File: config.mk
export PLATFORM = sky130hd
export DESIGN_NAME = dmac_desc_fifo
export DESIGN_NICKNAME = d
export VERILOG_FILES = /design/src/rtl/dmac_pkg.sv /design/src/rtl/dmac_desc_ram.sv /design/src/rtl/dmac_desc_fifo.sv
export SDC_FILE = /design/constraint.sdc
export NUM_CORES = 1
export LEC_CHECK = 0
export CAP_MARGIN = 15
export CORE_MARGIN = 3
export CORE_UTILIZATION = 30
export DETAILED_ROUTE_END_ITERATION = 7
export SETUP_SLACK_MARGIN = 0.4
export SYNTH_ARGS = -nofsm -noshare
export SYNTH_HDL_FRONTEND = slang
export SYNTH_SLANG_ARGS = --single-unit
File: constraint.sdc
create_clock -name clk -period 9.1 [get_ports clk]
set_input_delay 1.82 -clock clk [delete_from_list [all_inputs] [get_ports clk]]
set_output_delay 1.82 -clock clk [all_outputs]
set_load 0.01 [all_outputs]
File: src/rtl/dmac_pkg.sv
// Shared definitions for the DMA descriptor FIFO.
// Status-state encoding and default sizing constants.
package dmac_pkg;

  localparam int DMAC_ADDR_W = 8;
  localparam int DMAC_SIZE_W = 8;
  localparam int DMAC_DEPTH  = 8;

  typedef enum logic [2:0] {
    ST_IDLE        = 3'd0,
    ST_WRITE       = 3'd1,
    ST_READ        = 3'd2,
    ST_RDWR        = 3'd3,
    ST_WR_ERROR    = 3'd4,
    ST_RD_ERROR    = 3'd5,
    ST_WRITE_RDERR = 3'd6
  } dmac_state_e;

endpackage

File: src/rtl/dmac_desc_ram.sv
// Descriptor storage: one write port, one registered read port.
// Read register returns zero on cycles without a read.
module dmac_desc_ram #(
  parameter int W     = 24,
  parameter int DEPTH = 8,
  parameter int PTR_W = $clog2(DEPTH)
) (
  input  logic             clk,
  input  logic             reset,
  input  logic             i_we,
  input  logic [PTR_W-1:0] i_waddr,
  input  logic [W-1:0]     i_wdata,
  input  logic             i_re,
  input  logic [PTR_W-1:0] i_raddr,
  output logic [W-1:0]     o_rdata
);

  logic [W-1:0] r_mem [DEPTH];
  logic [W-1:0] r_rdata;

  // storage write; array is intentionally not reset
  always_ff @(posedge clk) begin
    if (i_we)
      r_mem[i_waddr] <= i_wdata;
  end

  // registered read, zero when idle
  always_ff @(posedge clk) begin
    if (reset)
      r_rdata <= '0;
    else if (i_re)
      r_rdata <= r_mem[i_raddr];
    else
      r_rdata <= '0;
  end

  assign o_rdata = r_rdata;

endmodule

File: src/rtl/dmac_desc_fifo.sv
// DMA descriptor FIFO with occupancy flags and status FSM.
// Status pulses report the previous cycle's request outcome.
module dmac_desc_fifo
  import dmac_pkg::*;
#(
  parameter int ADDR_W   = DMAC_ADDR_W,
  parameter int SIZE_W   = DMAC_SIZE_W,
  parameter int DEPTH    = DMAC_DEPTH,
  parameter int AF_LEVEL = DEPTH - 2,
  parameter int CNT_W    = $clog2(DEPTH) + 1,
  parameter int PTR_W    = $clog2(DEPTH)
) (
  input  logic              clk,
  input  logic              reset,
  input  logic              wr_en,
  input  logic              rd_en,
  input  logic              flush,
  input  logic [ADDR_W-1:0] in_srcaddr,
  input  logic [ADDR_W-1:0] in_desaddr,
  input  logic [SIZE_W-1:0] in_datasize,
  output logic [ADDR_W-1:0] out_srcaddr,
  output logic [ADDR_W-1:0] out_desaddr,
  output logic [SIZE_W-1:0] out_datasize,
  output logic              out_valid,
  output logic              full,
  output logic              empty,
  output logic              almost_full,
  output logic [CNT_W-1:0]  data_count,
  output logic              wr_ack,
  output logic              wr_err,
  output logic              rd_ack,
  output logic              rd_err
);

  localparam int DW = 2 * ADDR_W + SIZE_W;

  logic [PTR_W-1:0] r_head;
  logic [PTR_W-1:0] r_tail;
  logic [CNT_W-1:0] r_count;
  logic             r_out_valid;
  dmac_state_e      r_state;
  dmac_state_e      w_next;
  logic             w_rd_acc;
  logic             w_wr_acc;
  logic [DW-1:0]    w_rdata;

  // a same-cycle read frees the slot a write into a full FIFO needs
  always_comb begin
    w_rd_acc = rd_en && !flush && (r_count != '0);
    w_wr_acc = wr_en && !flush &&
               ((r_count < CNT_W'(DEPTH)) || w_rd_acc);
  end

  dmac_desc_ram #(
    .W     (DW),
    .DEPTH (DEPTH),
    .PTR_W (PTR_W)
  ) u_ram (
    .clk     (clk),
    .reset   (reset),
    .i_we    (w_wr_acc),
    .i_waddr (r_tail),
    .i_wdata ({in_srcaddr, in_desaddr, in_datasize}),
    .i_re    (w_rd_acc),
    .i_raddr (r_head),
    .o_rdata (w_rdata)
  );

  // pointers, occupancy and output-valid tracking
  always_ff @(posedge clk) begin
    if (reset || flush) begin
      r_head      <= '0;
      r_tail      <= '0;
      r_count     <= '0;
      r_out_valid <= 1'b0;
    end else begin
      r_out_valid <= w_rd_acc;
      if (w_wr_acc)
        r_tail <= r_tail + PTR_W'(1);
      if (w_rd_acc)
        r_head <= r_head + PTR_W'(1);
      case ({w_wr_acc, w_rd_acc})
        2'b10:   r_count <= r_count + CNT_W'(1);
        2'b01:   r_count <= r_count - CNT_W'(1);
        default: r_count <= r_count;
      endcase
    end
  end

  // status state register
  always_ff @(posedge clk) begin
    if (reset)
      r_state <= ST_IDLE;
    else
      r_state <= w_next;
  end

  // next status from this cycle's accept/reject outcome
  always_comb begin
    w_next = ST_IDLE;
    if (flush)
      w_next = ST_IDLE;
    else if (w_wr_acc && w_rd_acc)
      w_next = ST_RDWR;
    else if (w_wr_acc && rd_en)
      w_next = ST_WRITE_RDERR;
    else if (w_wr_acc)
      w_next = ST_WRITE;
    else if (w_rd_acc)
      w_next = ST_READ;
    else if (wr_en)
      w_next = ST_WR_ERROR;
    else if (rd_en)
      w_next = ST_RD_ERROR;
  end

  // status pulses decoded from state alone
  always_comb begin
    wr_ack = 1'b0;
    wr_err = 1'b0;
    rd_ack = 1'b0;
    rd_err = 1'b0;
    unique case (r_state)
      ST_WRITE:       wr_ack = 1'b1;
      ST_READ:        rd_ack = 1'b1;
      ST_RDWR: begin
        wr_ack = 1'b1;
        rd_ack = 1'b1;
      end
      ST_WR_ERROR:    wr_err = 1'b1;
      ST_RD_ERROR:    rd_err = 1'b1;
      ST_WRITE_RDERR: begin
        wr_ack = 1'b1;
        rd_err = 1'b1;
      end
      default: ;
    endcase
  end

  assign {out_srcaddr, out_desaddr, out_datasize} = w_rdata;
  assign out_valid   = r_out_valid;
  assign data_count  = r_count;
  assign full        = (r_count == CNT_W'(DEPTH));
  assign empty       = (r_count == '0);
  assign almost_full = (r_count >= CNT_W'(AF_LEVEL));

endmodule

==> run metrics, run 1 <==
outcome finished clean; Ys Warns 0; Routed WL per cell 18.2 um; Final Hold Vio Count 0; Syn Area/Cell 20.0 um2; Port Buffer Count 64; later-pin clock latency in the skew report 0.50 ns; Layout Area Growth over Synthesis 22.0%; dpl cell area about 9700 um2; critical path class in2reg; Worst Tran Pin Value 1.05 ns; Switching Fraction 0.190; Switch Pwr 0.000414 W; PwrDens 207 nW/um2; Yosys cell types 38; Clock Path Buffers 3; die area just over 30000 um2; Flop pwr share 0.530; CP max FO 11; sequential area share after synthesis 0.756; first-pass GRT wire length 26300 um; CP max stage cell clkdlybuf4s50_1; worst path cell trace clkdlybuf4s50_1, inv_2, a211o_1, ha_1, xor2_1, ha_1, a21oi_1, xor2_1, or3_1, a21oi_1; number of synthesized register bits 230; worst reg2reg path startpoint data_count[1]; post-route ant nets 0; CP startpoint rd_en; crit path DAT 4.41 ns; gr ovfl total 0; clk slew on worst S/H paths 0.06 ns; vias in the first global route 4503; Clock Sinks 230; largest net degree at the start of global routing a little over 50; post-route insts no fill 908; worst vdd ir around 130 uV; CTS Hold Buffers Added 0; ys async rst share 0; number of flops mapped to enable cells by yosys 192; nets@finish between 500 and 600; number of core rows slightly above 60; CP bufs+invs 2; CP Launch Type input port; setup violators final 0; CTS tree yes; residual DRC count 0; Tot GR Track Use 0.110; Die X-Extent 176 um; IO Count 65; H-tree depth 1; overall power about 0.0022 W; placed insts roughly 860; final wirelength 16600 um; Top delay family on crit path compound AO/OA/AOI/OAI gates; Die Ht 176 um; core area roughly 28000 um2; maximum clock rate 0.251 GHz; Post-Syn Nets between 400 and 500; hold_sp r_tail[2]; initial drt markers 284; Internal 0.00176 W; Slew Limit Fails 0; clk root buf clkbuf_16; CP required 9.53 ns; Pre-Repair DR Iteration Count 4; Initial Util 0.307; share of layout cells above drive strength 1 0.214; cts repair resizes 0; slowest stage delay, CP 0.58 ns; fin crit share 0.438; DP HPWL ~9500 um; Logic pwr share 0.025; synthesized area 8630 um2; Worst slew margin 0.297; Hold WC Path Type reg2reg; initial antenna violation count 1; # Post-CTS Setup Buffers 0; Clock power frac 0.445; DR vias/cell 4.55; Final TNS setup 0 ns; cell count after synthesis 431; RSZ-0062 raised after global routing false; DR vias 4127; worst clock skew between 0.009 and 0.01 ns; MaxCap Viol Count 0; final instance area 10500 um2; Pleak 3.29 nW; ys flop type edfxtp_1; fin crit period 3.99 ns; Min Hold Slack 0.618 ns; Worst Setup End Kind flop; Num CTS Buffers 25; GPL Wtd Cong 0.746
## routing by layer
metal / global-route usage / vias up / wire length [um]
met5: 0 / - / 0
met4: 0.0317 / 0 / 397
met3: 0.0218 / 31 / 759
met2: 0.190 / 89 / 8450
met1: 0.140 / 2135 / 6960
li1: - / 1872 / -
## power groups by stage
stage	clock, W	combinational (W)	sequential, W
2_1_floorplan	0	0.0000240	0.00118
5_1_grt	0.00105	0.0000613	0.00115
3_3_place_gp	0	0.0000540	0.00118
3_5_place_dp	0	0.0000566	0.00118
4_1_cts	0.00100	0.0000569	0.00115
6_report	0.000969	0.0000555	0.00115
## sequential cells by signal (all words and copies together) (netlist names)
name and flops:
u_ram.o_rdata 24, data_count 4, u_ram.r_mem 192, r_head 3, out_valid 1, r_tail 3
r_state 3
## Yosys cell counts, drive strengths merged (2+ instances only)
master | instances | area share
clkbuf | 5 | 0.0023
mux2i | 28 | 0.032
nor4 | 3 | 0.0039
ha | 6 | 0.0087
nor3 | 5 | 0.0042
a21oi | 8 | 0.0046
nand2b | 4 | 0.0029
nand2 | 8 | 0.0035
nor3b | 2 | 0.0017
o21ai | 5 | 0.0029
buf | 16 | 0.013
mux4 | 48 | 0.13
edfxtp | 192 | 0.67
nor2 | 36 | 0.016
dfxtp | 38 | 0.088
xor2 | 5 | 0.0051
or3 | 2 | 0.0014
inv | 7 | 0.0030
## path summary, 6_finish.rpt
| path | endpoint | slack [ns] | cells past startpoint |
|---|---|---|---|
| setup / recovery | data_count[2] | 5.11 | 10 |
| hold / removal | r_tail[2] | 0.62 | 2 |
| setup reg to reg | data_count[2] | 6.60 | 9 |
| hold reg to reg | r_tail[2] | 0.62 | 2 |
## area by class of cell
cell class | instances | area, um2
multi-input cells | 173 | 1980
fillers | 2625 | 17600
diodes | 2 | 5.00
clock buffers | 30 | 644
flip-flops and latches | 230 | 6530
clock inverters | 14 | 153
repair buffers | 74 | 716
inverters | 7 | 26.3
well taps | 378 | 473
## tightest hold or removal path, cell delays in order, from the launching register on
cell,delay (ns)
dfxtp_1,0.39
o21ai_0,0.12
a21oi_1,0.06
## kinds of logic after synthesis
logic type / after synthesis / share of synthesized area
buffers and inverters: 28 / 0.0183
and+or+nand+nor: 66 / 0.0386
DFF: 230 / 0.756
adders and majority gates: 6 / 0.00870
xor gates and xnor gates: 6 / 0.00609
muxes: 76 / 0.158
AOI/OAI and AO/OA: 19 / 0.0142
## cell usage in the layout, fill, tap and decap left out, drive strengths merged, types with 2 or more instances in the layout
cell type and n:
diode 2, bufinv 3, ha 6, nor3 5, clkdlybuf4s50 64, nor3b 2
mux2i 28, nand2 8, o21ai 5, buf 10, dfxtp 38, nor2 36
clkbuf 30, or3 2, xor2 5, edfxtp 192, nor4 3, nand2b 4
a21oi 8, inv 7, mux4 48, clkinv 11
## per-stage QoR
step	util	setup WS, ns
floorplan	-	4.04
CTS	0.375	5.14
global placement	0.346	4.74
finish	0.375	5.11
global route	0.375	4.92
detailed placement	0.346	4.61
Power figures use the tool's default switching activity.
==> run 2, diff against run 1 <==
==> constraint.sdc (replaced) <==
create_clock -name clk -period 3.4 [get_ports clk]
set_input_delay 0.68 -clock clk [delete_from_list [all_inputs] [get_ports clk]]
set_output_delay 0.68 -clock clk [all_outputs]
set_load 0.01 [all_outputs]
==> run 2 against run 1 <==
  * Register-to-register slack got worse by 5.5 ns
  * First-iteration DRC count rose by 1.1%
  * Die area did not move
  * Clock-buffer cell count fell by 1
  * Worst setup slack got worse by 4.4 ns
  * Combinational power rose to 2.8 times the previous value
  * Hold slack got worse by 0.0021 ns
  * Cell area rose by 0.37%
  * Clock power rose to 2.6 times the previous value
  * Critical path depth fell by 7
  * Sequential power rose to 2.7 times the previous value
  * Total power rose to 2.6 times the previous value
==> run metrics, run 2 (same netlist as run 1, synthesis figures left out) <==
outcome finished clean; worst hold endpoint data_count[3]; GPL Wtd Cong 0.747; Worst R2R End data_count[2]; Hold WC Path Type reg2reg; RSZ-0062 raised after global routing false; r2r setup slk 1.08 ns; Final TNS setup 0 ns; Reg with most FFs u_ram.r_mem; crit path DAT 1.98 ns; initial drt markers 287; Die Ht 176 um; critical path class reg2out; number of core rows just over 60; Final Hold Vio Count 0; cts repair resizes 0; first-pass GRT wire length 25700 um; CP max stage cell clkdlybuf4s50_1; DP HPWL 9920 um; Die X-Extent around 180 um; worst vdd ir 387 uV; # Post-CTS Setup Buffers 0; gr ovfl total 0; Worst slew margin 0.362; Pleak 3.31 nW; Worst Tran Pin Value 0.957 ns; CP max FO 7; worst path cell trace inv_1, nor4_1, clkdlybuf4s50_1; Tot GR Track Use 0.107; later-pin clock latency in the skew report 0.51 ns; most frequent cells in the layout 192 x edfxtp_1, 64 x clkdlybuf4s50_1, 48 x mux4_2; IO Count 65; Worst Setup End Kind output port; MaxCap Viol Count 0; Hold Crit Depth 2; Initial Util 0.307; worst clock skew 0.0232 ns; vias in the first global route 4478; Port Buffer Count 64; clk root buf clkbuf_16; CP startpoint data_count[3]; Clock Sinks 230; Top delay family on crit path buffers and inverters; CTS Hold Buffers Added 0; post-route ant nets 0; fin crit share 0.783; die area roughly 31000 um2; Layout Area Growth over Synthesis 22.5%; largest net degree at the start of global routing 31; maximum clock rate 0.376 GHz; initial antenna violation count 1; layout filler cell count around 2600; share of layout cells above drive strength 1 0.223; DR vias/cell 4.49; nets@finish around 550; number of flip-flops in the largest register 192; H-tree depth 1; CTS tree yes; CP Launch Type flop; slowest stage delay, CP between 0.5 and 0.6 ns; clk slew on worst S/H paths around 0.060 ns; overall power ~0.0057 W; core area approximately 28000 um2; CP bufs+invs 2; Pre-Repair DR Iteration Count 5; most common cell after layout, fill and taps aside edfxtp_1; Num CTS Buffers 24; Clock Path Buffers 3; fin crit period 2.66 ns; Routed WL per cell 17.8 um; final wirelength 16300 um; Slew Limit Fails 0; CP required ~2.7 ns; residual DRC count 0; DR vias 4099; worst reg2reg path startpoint data_count[3]; hold_sp data_count[3]; PwrDens 544 nW/um2; Worst Reg-to-Reg Cells 9; setup violators final 0
-- run 2: cell count changes in the layout (fill, tap and decap cells not counted) --
cell,delta
buf_4,+8
clkbuf_1,-2
nor4_2,-1
nor3_4,+1
nor3_2,-1
nor4_4,+1
clkinv_1,+2
clkinv_4,-2
diode_2,-1
clkbuf_8,+1
bufinv_16,-1
-- run 2: layout make-up --
cell class,count,area [um2],share of cell area
Sequential cell,230,6530,0.618
Multi-Input combinational cell,173,1990,0.189
Inverter,7,26.3,0.00249
Tap cell,378,473,0.0448
Clock inverter,13,113,0.0107
Timing Repair Buffer,82,776,0.0734
Clock buffer,29,651,0.0616
Antenna cell,1,2.50,0.000237
-- run 2: where the power goes --
group          internal [W]  switching, W
sequential          0.00308     0.0000118
clock               0.00150       0.00100
combinational     0.0000734     0.0000793
-- run 2: stage by stage --
stage	setup WS (ns)	std cells	hold WS [ns]	utilization	instance area [um2]
3_5_place_dp	0.261	870	0.588	0.349	9800
2_1_floorplan	0.120	431	0.521	-	8640
5_1_grt	0.590	913	0.621	0.376	10600
6_report	0.738	913	0.616	0.376	10600
4_1_cts	0.711	912	0.597	0.376	10600
3_3_place_gp	0.343	870	0.582	0.349	9800
-- run 2: worst max-delay path by stage --
stage / cells past startpoint / end / slack (ns)
global route: 3 / full / 0.59
finish: 3 / full / 0.74
detailed placement: 10 / data_count[2] / 0.26
global placement: 10 / data_count[2] / 0.34
CTS: 3 / full / 0.71
floorplan: 4 / u_ram.r_mem[1][0] / 0.12
-- run 2: routing by layer --
layer  track usage  vias to the layer above  share of wire
met4        0.0356                        0          0.028
li1              -                     1888              -
met3        0.0175                       24          0.042
met2         0.190                       95           0.52
met5             0                        -              0
met1         0.135                     2092           0.41
-- run 2: worst reg2reg max path: stages (launching register included) --
cell	delay (ns)
dfxtp_1	0.39
nor4_4	0.43
nor3_4	0.07
ha_1	0.28
xor2_1	0.17
ha_1	0.19
a21oi_1	0.14
xor2_1	0.10
or3_1	0.33
a21oi_1	0.15
